File: config.mk
export PLATFORM = sky130hd
export DESIGN_NAME = serial_queue_ctrl
export DESIGN_NICKNAME = d
export VERILOG_FILES = /design/src/rtl/serial_queue_pkg.sv /design/src/rtl/serial_queue_ctrl_strobe_filter.sv /design/src/rtl/serial_queue_ctrl.sv
export SDC_FILE = /design/constraint.sdc
export NUM_CORES = 1
export LEC_CHECK = 0
export BUFFER_PORTS_ARGS = -buffer_cell sky130_fd_sc_hd__buf_2
export CAP_MARGIN = 10
export CORE_AREA = 2 2 80 82
export DETAILED_ROUTE_END_ITERATION = 8
export DIE_AREA = 0 0 82 84
export PLACE_DENSITY_LB_ADDON = 0.25
export SLEW_MARGIN = 20
export SYNTH_ARGS = -nofsm -noshare
export SYNTH_HDL_FRONTEND = slang
export SYNTH_SLANG_ARGS = --single-unit
File: constraint.sdc
create_clock -name clock_1MHz -period 2.25 [get_ports clock_1MHz]
set_input_delay 0.45 -clock clock_1MHz [delete_from_list [all_inputs] [get_ports clock_1MHz]]
set_output_delay 0.45 -clock clock_1MHz [all_outputs]
set_load 0.02 [all_outputs]
File: src/rtl/serial_queue_pkg.sv
// Shared types and default sizing for the serial front-end of the byte queue.
package serial_queue_pkg;

    localparam int DEF_WORD_W        = 8;
    localparam int DEF_SYNC_STAGES   = 2;
    localparam int DEF_GLITCH_CYCLES = 4;

    typedef enum logic [1:0] {
        START = 2'd0,
        RECV  = 2'd1,
        HOLD  = 2'd2,
        ENQ   = 2'd3
    } state_t;

endpackage

File: src/rtl/serial_queue_ctrl_strobe_filter.sv
// Synchronizer, glitch counter and one-shot for one slow strobe input.
// Emits a single-cycle event once the strobe has been high GLITCH_CYCLES synchronized cycles.
module strobe_filter #(
    parameter int SYNC_STAGES   = 2,
    parameter int GLITCH_CYCLES = 4
) (
    input  logic clk,
    input  logic rst_n,
    input  logic i_strobe,
    output logic o_event
);

    localparam int CNT_W = $clog2(GLITCH_CYCLES + 1);
    localparam logic [CNT_W-1:0] CNT_MAX = CNT_W'(GLITCH_CYCLES);
    localparam logic [CNT_W-1:0] CNT_ARM = CNT_W'(GLITCH_CYCLES - 1);

    logic             r_sync [SYNC_STAGES];
    logic [CNT_W-1:0] r_cnt;
    logic             r_armed;
    logic             r_event;
    logic             w_sync;

    for (genvar gi = 0; gi < SYNC_STAGES; gi++) begin : g_sync
        if (gi == 0) begin : g_first
            always_ff @(posedge clk or negedge rst_n) begin
                if (!rst_n) r_sync[0] <= 1'b0;
                else        r_sync[0] <= i_strobe;
            end
        end else begin : g_next
            always_ff @(posedge clk or negedge rst_n) begin
                if (!rst_n) r_sync[gi] <= 1'b0;
                else        r_sync[gi] <= r_sync[gi-1];
            end
        end
    end

    assign w_sync = r_sync[SYNC_STAGES-1];

    // Armed only by a synchronized low, so a strobe held across reset or a
    // long high period never yields more than one event.
    always_ff @(posedge clk or negedge rst_n) begin
        if (!rst_n) begin
            r_cnt   <= '0;
            r_armed <= 1'b0;
            r_event <= 1'b0;
        end else begin
            r_event <= 1'b0;
            if (!w_sync) begin
                r_cnt   <= '0;
                r_armed <= 1'b1;
            end else begin
                if (r_cnt != CNT_MAX) r_cnt <= r_cnt + CNT_W'(1);
                if (r_armed && r_cnt == CNT_ARM) begin
                    r_event <= 1'b1;
                    r_armed <= 1'b0;
                end
            end
        end
    end

    assign o_event = r_event;

endmodule

File: src/rtl/serial_queue_ctrl.sv
// Serial-bit assembler and enqueue/dequeue sequencer in front of the byte queue.
// Strobes are filtered into events; the FSM builds words LSB-first and issues one-cycle commands.
module serial_queue_ctrl
    import serial_queue_pkg::*;
#(
    parameter int WORD_W        = DEF_WORD_W,
    parameter int SYNC_STAGES   = DEF_SYNC_STAGES,
    parameter int GLITCH_CYCLES = DEF_GLITCH_CYCLES
) (
    input  logic              clock_1MHz,
    input  logic              rst,
    input  logic              data_in,
    input  logic              write_in,
    input  logic              enqueue_in,
    input  logic              dequeue_in,
    input  logic              q_full,
    input  logic              q_empty,
    input  logic [WORD_W-1:0] q_deq_data,
    output logic              q_enq,
    output logic [WORD_W-1:0] q_enq_data,
    output logic              q_deq,
    output logic              status_out,
    output logic [WORD_W-1:0] data_out,
    output logic              err_out
);

    localparam int BC_W = $clog2(WORD_W);
    localparam logic [BC_W-1:0] BC_LAST = BC_W'(WORD_W - 1);

    state_t            r_state;
    logic [WORD_W-1:0] r_shreg;
    logic [BC_W-1:0]   r_bitcnt;
    logic              r_q_enq;
    logic [WORD_W-1:0] r_q_enq_data;
    logic              r_q_deq;
    logic              r_deq_d;
    logic              r_status;
    logic [WORD_W-1:0] r_data_out;
    logic              r_err;
    logic              r_dsync [SYNC_STAGES];

    logic [2:0] w_strobe;
    logic [2:0] w_evt;
    logic       w_wr_evt;
    logic       w_enq_evt;
    logic       w_deq_evt;
    logic       w_bit;
    logic       w_enq_acc;
    logic       w_enq_rej;
    logic       w_deq_acc;
    logic       w_deq_rej;

    assign w_strobe = {dequeue_in, enqueue_in, write_in};

    for (genvar gi = 0; gi < 3; gi++) begin : g_filt
        strobe_filter #(
            .SYNC_STAGES   (SYNC_STAGES),
            .GLITCH_CYCLES (GLITCH_CYCLES)
        ) u_filt (
            .clk      (clock_1MHz),
            .rst_n    (rst),
            .i_strobe (w_strobe[gi]),
            .o_event  (w_evt[gi])
        );
    end

    assign w_wr_evt  = w_evt[0];
    assign w_enq_evt = w_evt[1];
    assign w_deq_evt = w_evt[2];

    // data_in gets the same synchronizer depth so it lines up with the write event.
    for (genvar gi = 0; gi < SYNC_STAGES; gi++) begin : g_dsync
        if (gi == 0) begin : g_first
            always_ff @(posedge clock_1MHz or negedge rst) begin
                if (!rst) r_dsync[0] <= 1'b0;
                else      r_dsync[0] <= data_in;
            end
        end else begin : g_next
            always_ff @(posedge clock_1MHz or negedge rst) begin
                if (!rst) r_dsync[gi] <= 1'b0;
                else      r_dsync[gi] <= r_dsync[gi-1];
            end
        end
    end

    assign w_bit = r_dsync[SYNC_STAGES-1];

    assign w_enq_acc = w_enq_evt && (r_state == HOLD) && !q_full;
    assign w_enq_rej = w_enq_evt && ((r_state == RECV) || ((r_state == HOLD) && q_full));
    assign w_deq_acc = w_deq_evt && (r_state != START) && !q_empty;
    assign w_deq_rej = w_deq_evt && (r_state != START) && q_empty;

    always_ff @(posedge clock_1MHz or negedge rst) begin
        if (!rst) begin
            r_state      <= START;
            r_shreg      <= '0;
            r_bitcnt     <= '0;
            r_q_enq      <= 1'b0;
            r_q_enq_data <= '0;
            r_q_deq      <= 1'b0;
            r_deq_d      <= 1'b0;
            r_status     <= 1'b0;
            r_data_out   <= '0;
            r_err        <= 1'b0;
        end else begin
            r_q_enq <= 1'b0;
            r_q_deq <= w_deq_acc;
            r_deq_d <= r_q_deq;
            // Queue read is registered: head is valid the cycle after the pop.
            if (r_deq_d) r_data_out <= q_deq_data;

            if (w_enq_rej || w_deq_rej)      r_err <= 1'b1;
            else if (w_enq_acc || w_deq_acc) r_err <= 1'b0;

            case (r_state)
                START: begin
                    r_state  <= RECV;
                    r_status <= 1'b1;
                end
                RECV: begin
                    if (w_wr_evt) begin
                        r_shreg <= {w_bit, r_shreg[WORD_W-1:1]};
                        if (r_bitcnt == BC_LAST) begin
                            r_bitcnt <= '0;
                            r_state  <= HOLD;
                            r_status <= 1'b0;
                        end else begin
                            r_bitcnt <= r_bitcnt + BC_W'(1);
                        end
                    end
                end
                HOLD: begin
                    // A rejected push keeps the word here for a later retry.
                    if (w_enq_acc) begin
                        r_state      <= ENQ;
                        r_q_enq      <= 1'b1;
                        r_q_enq_data <= r_shreg;
                    end
                end
                ENQ: begin
                    r_state  <= RECV;
                    r_status <= 1'b1;
                end
                default: begin
                    r_state  <= START;
                    r_status <= 1'b0;
                end
            endcase
        end
    end

    assign q_enq      = r_q_enq;
    assign q_enq_data = r_q_enq_data;
    assign q_deq      = r_q_deq;
    assign status_out = r_status;
    assign data_out   = r_data_out;
    assign err_out    = r_err;

endmodule

## Word-level counts from Yosys, hierarchy flattened

Index checks and enable logic that the tools add are counted.

| word-level totals | value |
|---|---|
| flip-flop bits (word level) | 57 |
| input port bits | 16 |
| output and inout port bits | 20 |

| operators by class | value |
|---|---|
| $add $sub $neg | 4 |
| equal/unequal tests | 19 |
| mux-type cells | 30 |
| reductions and logical operators | 24 |

Operators with widths:

| kind | number |
|---|---|
| $mux W3 | 7 |
| $mux W1 | 18 |
| $ne A2 B2 Y1 const B | 7 |
| $add A3 B1 Y3 const B | 4 |
| $logic_and A1 B1 Y1 | 10 |
| $eq A3 B2 Y1 const B | 3 |
| $ne A3 B3 Y1 const B | 3 |
| $mux W2 | 3 |
| $pmux W2 S3 | 1 |
| $reduce_and A3 Y1 | 2 |
| $reduce_bool A2 Y1 | 3 |
| $eq A2 B2 Y1 const B | 2 |
| $ne A2 B1 Y1 const B | 2 |
| $reduce_and A2 Y1 | 2 |
| $eq A3 B3 Y1 const B | 1 |
| $logic_or A1 B1 Y1 | 3 |
| $eq A2 B1 Y1 const B | 1 |
| $logic_not A1 Y1 | 2 |
| $logic_not A2 Y1 | 1 |
| $pmux W1 S2 | 1 |
| $reduce_or A2 Y1 | 1 |

## Depth between registers and ports, before layout

| logic depth | value |
|---|---|
| word-level depth | 6 |
| mapped depth | 6 |
| depth with buffers taken out | 5 |

## Modules after synthesis

Synthesis repeated with hierarchy kept, for this count alone.

| second synthesis, totals | value |
|---|---|
| cell total of the unflattened synthesis | 168 |
| area total of the unflattened synthesis | 2316.0 um2 |

Modules (own cells, without submodules):

| module | times used | cells each | area an instance (um2) | seq. area each (um2) |
|---|---|---|---|---|
| serial_queue_ctrl | 1 | 96 | 1456.4 | 900.9 |
| strobe_filter | 3 | 24 | 286.5 | 175.2 |

## Least setup slack after synthesis

Ideal clock, no wire load.

| timing path | value |
|---|---|
| kind | register to register |
| from | register r_state[1] |
| to | register r_bitcnt[2] |
| data arrival time | 1.232 ns |
| data required time | 2.125 ns |
| slack | 0.892 ns |
| cell stages (with the launch flop) | 6 |
| buffers on the path | 1 |
| cells stage by stage | dfrtp_1 > inv_1 > ha_1 > nand2_2 > buf_6 > mux2_4 |

| on the way | value |
|---|---|
| cells in the longest elaborated chain, start to end | 2 |

RTL lines:

| what | RTL line | text |
|---|---|---|
| from (decl) | serial_queue_ctrl.sv:30 | `state_t r_state;` |
| from (signal assigned) | serial_queue_ctrl.sv:95 | `r_state <= START;` |
| from (signal assigned) | serial_queue_ctrl.sv:117 | `r_state <= RECV;` |
| from (signal assigned) | serial_queue_ctrl.sv:125 | `r_state <= HOLD;` |
| $eq A2 B1 Y1 | serial_queue_ctrl.sv:115 | `case (r_state)` |
| $reduce_and A2 Y1 (no line) | -- |  |
| to (signal assigned) | serial_queue_ctrl.sv:128 | `r_bitcnt <= r_bitcnt + BC_W'(1);` |
| to (decl) | serial_queue_ctrl.sv:32 | `logic [BC_W-1:0] r_bitcnt;` |

Every way passes these cells.
A chain may end at the register's enable or synchronous reset.

## Worst setup path after layout

| timing path | value |
|---|---|
| from | register r_state[1] |
| to | register r_shreg[3] |

| on the way | value |
|---|---|
| cells in the longest elaborated chain, start to end | 2 |

RTL lines:

| what | RTL line | text |
|---|---|---|
| $eq A2 B1 Y1 | serial_queue_ctrl.sv:115 |  |
| $reduce_and A2 Y1 (no line) | -- |  |
| to (signal assigned) | serial_queue_ctrl.sv:122 | `r_shreg <= {w_bit, r_shreg[WORD_W-1:1]};` |
| to (decl) | serial_queue_ctrl.sv:31 | `logic [WORD_W-1:0] r_shreg;` |

Every way passes these cells.

==> impl_metrics.sql <==
INSERT INTO impl_metrics (metric_group, metric, value, unit) VALUES
('synthesis', 'synth_enable_flop_cells', '0', ''),
('clocking', 'clockBufferDepth', '2', ''),
('power_and_ir_drop', 'leakagePower', '1.54', 'nW'),
('sta', 'clock.fmax', '671', 'MHz'),
('clocking', 'htreeDepth', '3', ''),
('final_layout', 'final_nets', '242', ''),
('final_layout', 'final_cells', '293', ''),
('final_layout', 'drive_above_1_share', '0.384', ''),
('sta', 'slew_of_the_pin_with_the_lowest_slew_margin', '0.706', 'ns'),
('drt', 'drc', '0', ''),
('clocking', 'clk_transition_reported_paths', '0.07', 'ns'),
('clocking', 'postCtsHoldBufs', '0', ''),
('final_layout', 'area_growth', '22.9', '%'),
('final_layout', 'mostFrequentLayoutCells', 'sky130_fd_sc_hd__dfrtp_1 (57), sky130_fd_sc_hd__buf_2 (35), sky130_fd_sc_hd__mux2_2 (20)', ''),
('sta', 'finalMaxSlewViolations', '0', ''),
('synthesis', 'synth-seq-area-share', '0.613', ''),
('worst_setup_path', 'path_max_fanout', '13', ''),
('synthesis', 'synth_async_sr_flop_share', '1.00', ''),
('drt', 'drt-wirelength-per-cell', '11.1', 'µm'),
('synthesis', 'postSynthNetCount', '197', ''),
('place', 'port_buffers', '35', ''),
('floorplan', 'initial_core_util', '0.382', ''),
('floorplan', 'core.rowCount', '29', ''),
('worst_setup_path', 'worstSetupEndpointType', 'flip-flop', ''),
('floorplan', 'pin_count', '36', ''),
('grt', 'grt_first_pass_wirelength', '5800', 'µm'),
('synthesis', 'count_of_cell_types_in_the_netlist', '26', ''),
('synthesis', 'synth.area.top_cells', 'sky130_fd_sc_hd__dfrtp_1 (61%), sky130_fd_sc_hd__mux2_2 (9.7%), sky130_fd_sc_hd__ha_1 (8.1%)', ''),
('sta', 'rsz0062_at_grt', 'no', ''),
('status', 'outcome', 'completed', ''),
('worst_setup_path', 'crit_path_start_kind', 'flip-flop', ''),
('floorplan', 'die_y', '84', 'µm'),
('grt', 'grt_overflow', '0', ''),
('clocking', 'cts.sink_count', '57', ''),
('power_and_ir_drop', 'fin_total_pwr', '0.00338', 'W'),
('place', 'pre_cts_slack', '0.758', 'ns'),
('worst_setup_path', 'critPathLaunch', 'r_state[1]', ''),
('place', 'detailedPlacementHpwl', '2270', 'µm'),
('clocking', 'numCtsBuffers', '9', ''),
('worst_setup_path', 'register_to_register_setup_slack', '0.76', 'ns'),
('grt', 'grt_max_degree', '33', ''),
('floorplan', 'chipWidth', '82', 'µm'),
('clocking', 'postCtsResizedCells', '0', ''),
('sta', 'timing.final.hold_violations', '0', ''),
('grt', 'grt_antenna_before_repair', '0', ''),
('synthesis', 'synth_seq_cells', '57', ''),
('drt', 'routed_wirelength', '3250', 'µm'),
('synthesis', 'post_synth.cell_area_avg', '14.0', 'µm²'),
('place', 'finalWeightedCongestion', '0.710', ''),
('sta', 'worst_slew_margin_rel', '0.529', ''),
('worst_setup_path', 'rr_endpoint', 'r_shreg[3]', ''),
('drt', 'routed-via-count', '1307', ''),
('synthesis', 'synth_top_flop_cell', 'sky130_fd_sc_hd__dfrtp_1', ''),
('worst_setup_path', 'critPathRequiredTime', '2.46', 'ns'),
('clocking', 'worst_skew_pair.late_latency', '0.33', 'ns'),
('power_and_ir_drop', 'peakVddDrop', '0.755', 'mV'),
('worst_setup_path', 'timing.reg2reg.worst_path_depth', '4', ''),
('drt', 'iter_0_drt_violations', '68', ''),
('sta', 'fin_crit_sh', '0.662', ''),
('synthesis', 'netlist_area', '0.00233', 'mm²'),
('synthesis', 'syn_inst', '166', ''),
('floorplan', 'core_area', '0.00610', 'mm²'),
('drt', 'routed_via_density', '4.46', ''),
('drt', 'ant_nets', '0', ''),
('flow_run', 'max_cap_viol_count', '0', ''),
('worst_setup_path', 'r2r-start', 'r_state[1]', ''),
('sta', 'min_period', '1.49', 'ns'),
('clocking', 'tritoncts', 'done', ''),
('sta', 'setup_ws_final', '0.760', 'ns'),
('sta', 'fin_hold_ws', '0.165', 'ns'),
('final_layout', 'layout_commonest_cell', 'sky130_fd_sc_hd__dfrtp_1', '');
-- metrics by stage --
| step | util | instance area, µm² |
|---|---|---|
| global placement | 0.427 | 2600 |
| global route | 0.469 | 2860 |
| floorplan | - | 2330 |
| detailed placement | 0.427 | 2600 |
| CTS | 0.469 | 2860 |
| finish | 0.469 | 2860 |
-- where the power goes --
| group | internal (W) | total, W | switching, W | leakage (nW) |
|---|---|---|---|---|
| sequential | 0.00126 | 0.00141 | 0.000149 | 0.723 |
| combinational | 0.000359 | 0.000734 | 0.000375 | 0.684 |
| clock | 0.000844 | 0.00123 | 0.000389 | 0.130 |
| total | 0.00247 | 0.00338 | 0.000913 | 1.54 |
-- cell families after synthesis --
logic type,count (synthesis),synth area share
flops,57,0.613
simple gates,28,0.0699
mux,26,0.136
compound gates,19,0.0565
buf+inv,18,0.0328
fa+ha+maj,15,0.0807
xor+xnor,3,0.0113
-- Yosys cell counts, types with 2 or more instances --
| master | number |
|---|---|
| sky130_fd_sc_hd__xnor2_1 | 3 |
| sky130_fd_sc_hd__o21ai_0 | 6 |
| sky130_fd_sc_hd__mux2_2 | 20 |
| sky130_fd_sc_hd__a21boi_0 | 6 |
| sky130_fd_sc_hd__nand2b_1 | 2 |
| sky130_fd_sc_hd__nand2_1 | 10 |
| sky130_fd_sc_hd__dfrtp_1 | 57 |
| sky130_fd_sc_hd__nand3_1 | 4 |
| sky130_fd_sc_hd__ha_1 | 15 |
| sky130_fd_sc_hd__and3_1 | 3 |
| sky130_fd_sc_hd__and2_1 | 3 |
| sky130_fd_sc_hd__inv_1 | 16 |
| sky130_fd_sc_hd__a21o_2 | 3 |
| sky130_fd_sc_hd__mux2_4 | 6 |
-- layout make-up --
cell class / instances / area [µm²]
clock buffers: 10 / 128
multi-input cells: 91 / 823
fillers: 536 / 3240
well taps: 77 / 96.3
clock inverters: 6 / 130
repair buffers: 36 / 195
flip-flops and latches: 57 / 1430
inverters: 16 / 60.1
-- how the worst min path moves through the flow --
stage,startpoint,endpoint,slack (ns),cells after the start
floorplan,rst,data_out[0],0.15,0
global placement,r_dsync[1],w_bit,0.33,0
detailed placement,g_filt[2].u_filt.r_sync[1],g_filt[2].u_filt.w_sync,0.33,0
CTS,rst,data_out[3],0.18,1
global route,enqueue_in,g_filt[1].u_filt.r_sync[1],0.20,1
finish,rst,data_out[3],0.16,1
-- routing by layer --
metal / wire length [µm] / share of wire / GRT usage
met1: 1620 / 0.50 / 0.143
met2: 1320 / 0.41 / 0.154
met3: 228 / 0.070 / 0.0541
met4: 78 / 0.024 / 0.0682
met5: 0 / 0 / 0
-- worst max-delay path, cell delays in order (launching register included) --
cell and delay, ns:
sky130_fd_sc_hd__dfrtp_1 0.38, sky130_fd_sc_hd__inv_1 0.07, sky130_fd_sc_hd__ha_1 0.25, sky130_fd_sc_hd__nand2_2 0.30, sky130_fd_sc_hd__mux2_2 0.37
-- registers in the layout, summed over array words and instances (netlist names), 2 cells and up --
register               count
data_out                   8
g_filt.u_filt.o_event      3
g_filt.u_filt.r_armed      3
g_filt.u_filt.r_cnt        9
g_filt.u_filt.r_sync       3
g_filt.u_filt.w_sync       3
q_enq_data                 8
r_bitcnt                   3
r_shreg                    8
r_state                    2
No activity file was read; power rests on OpenSTA's default activity.
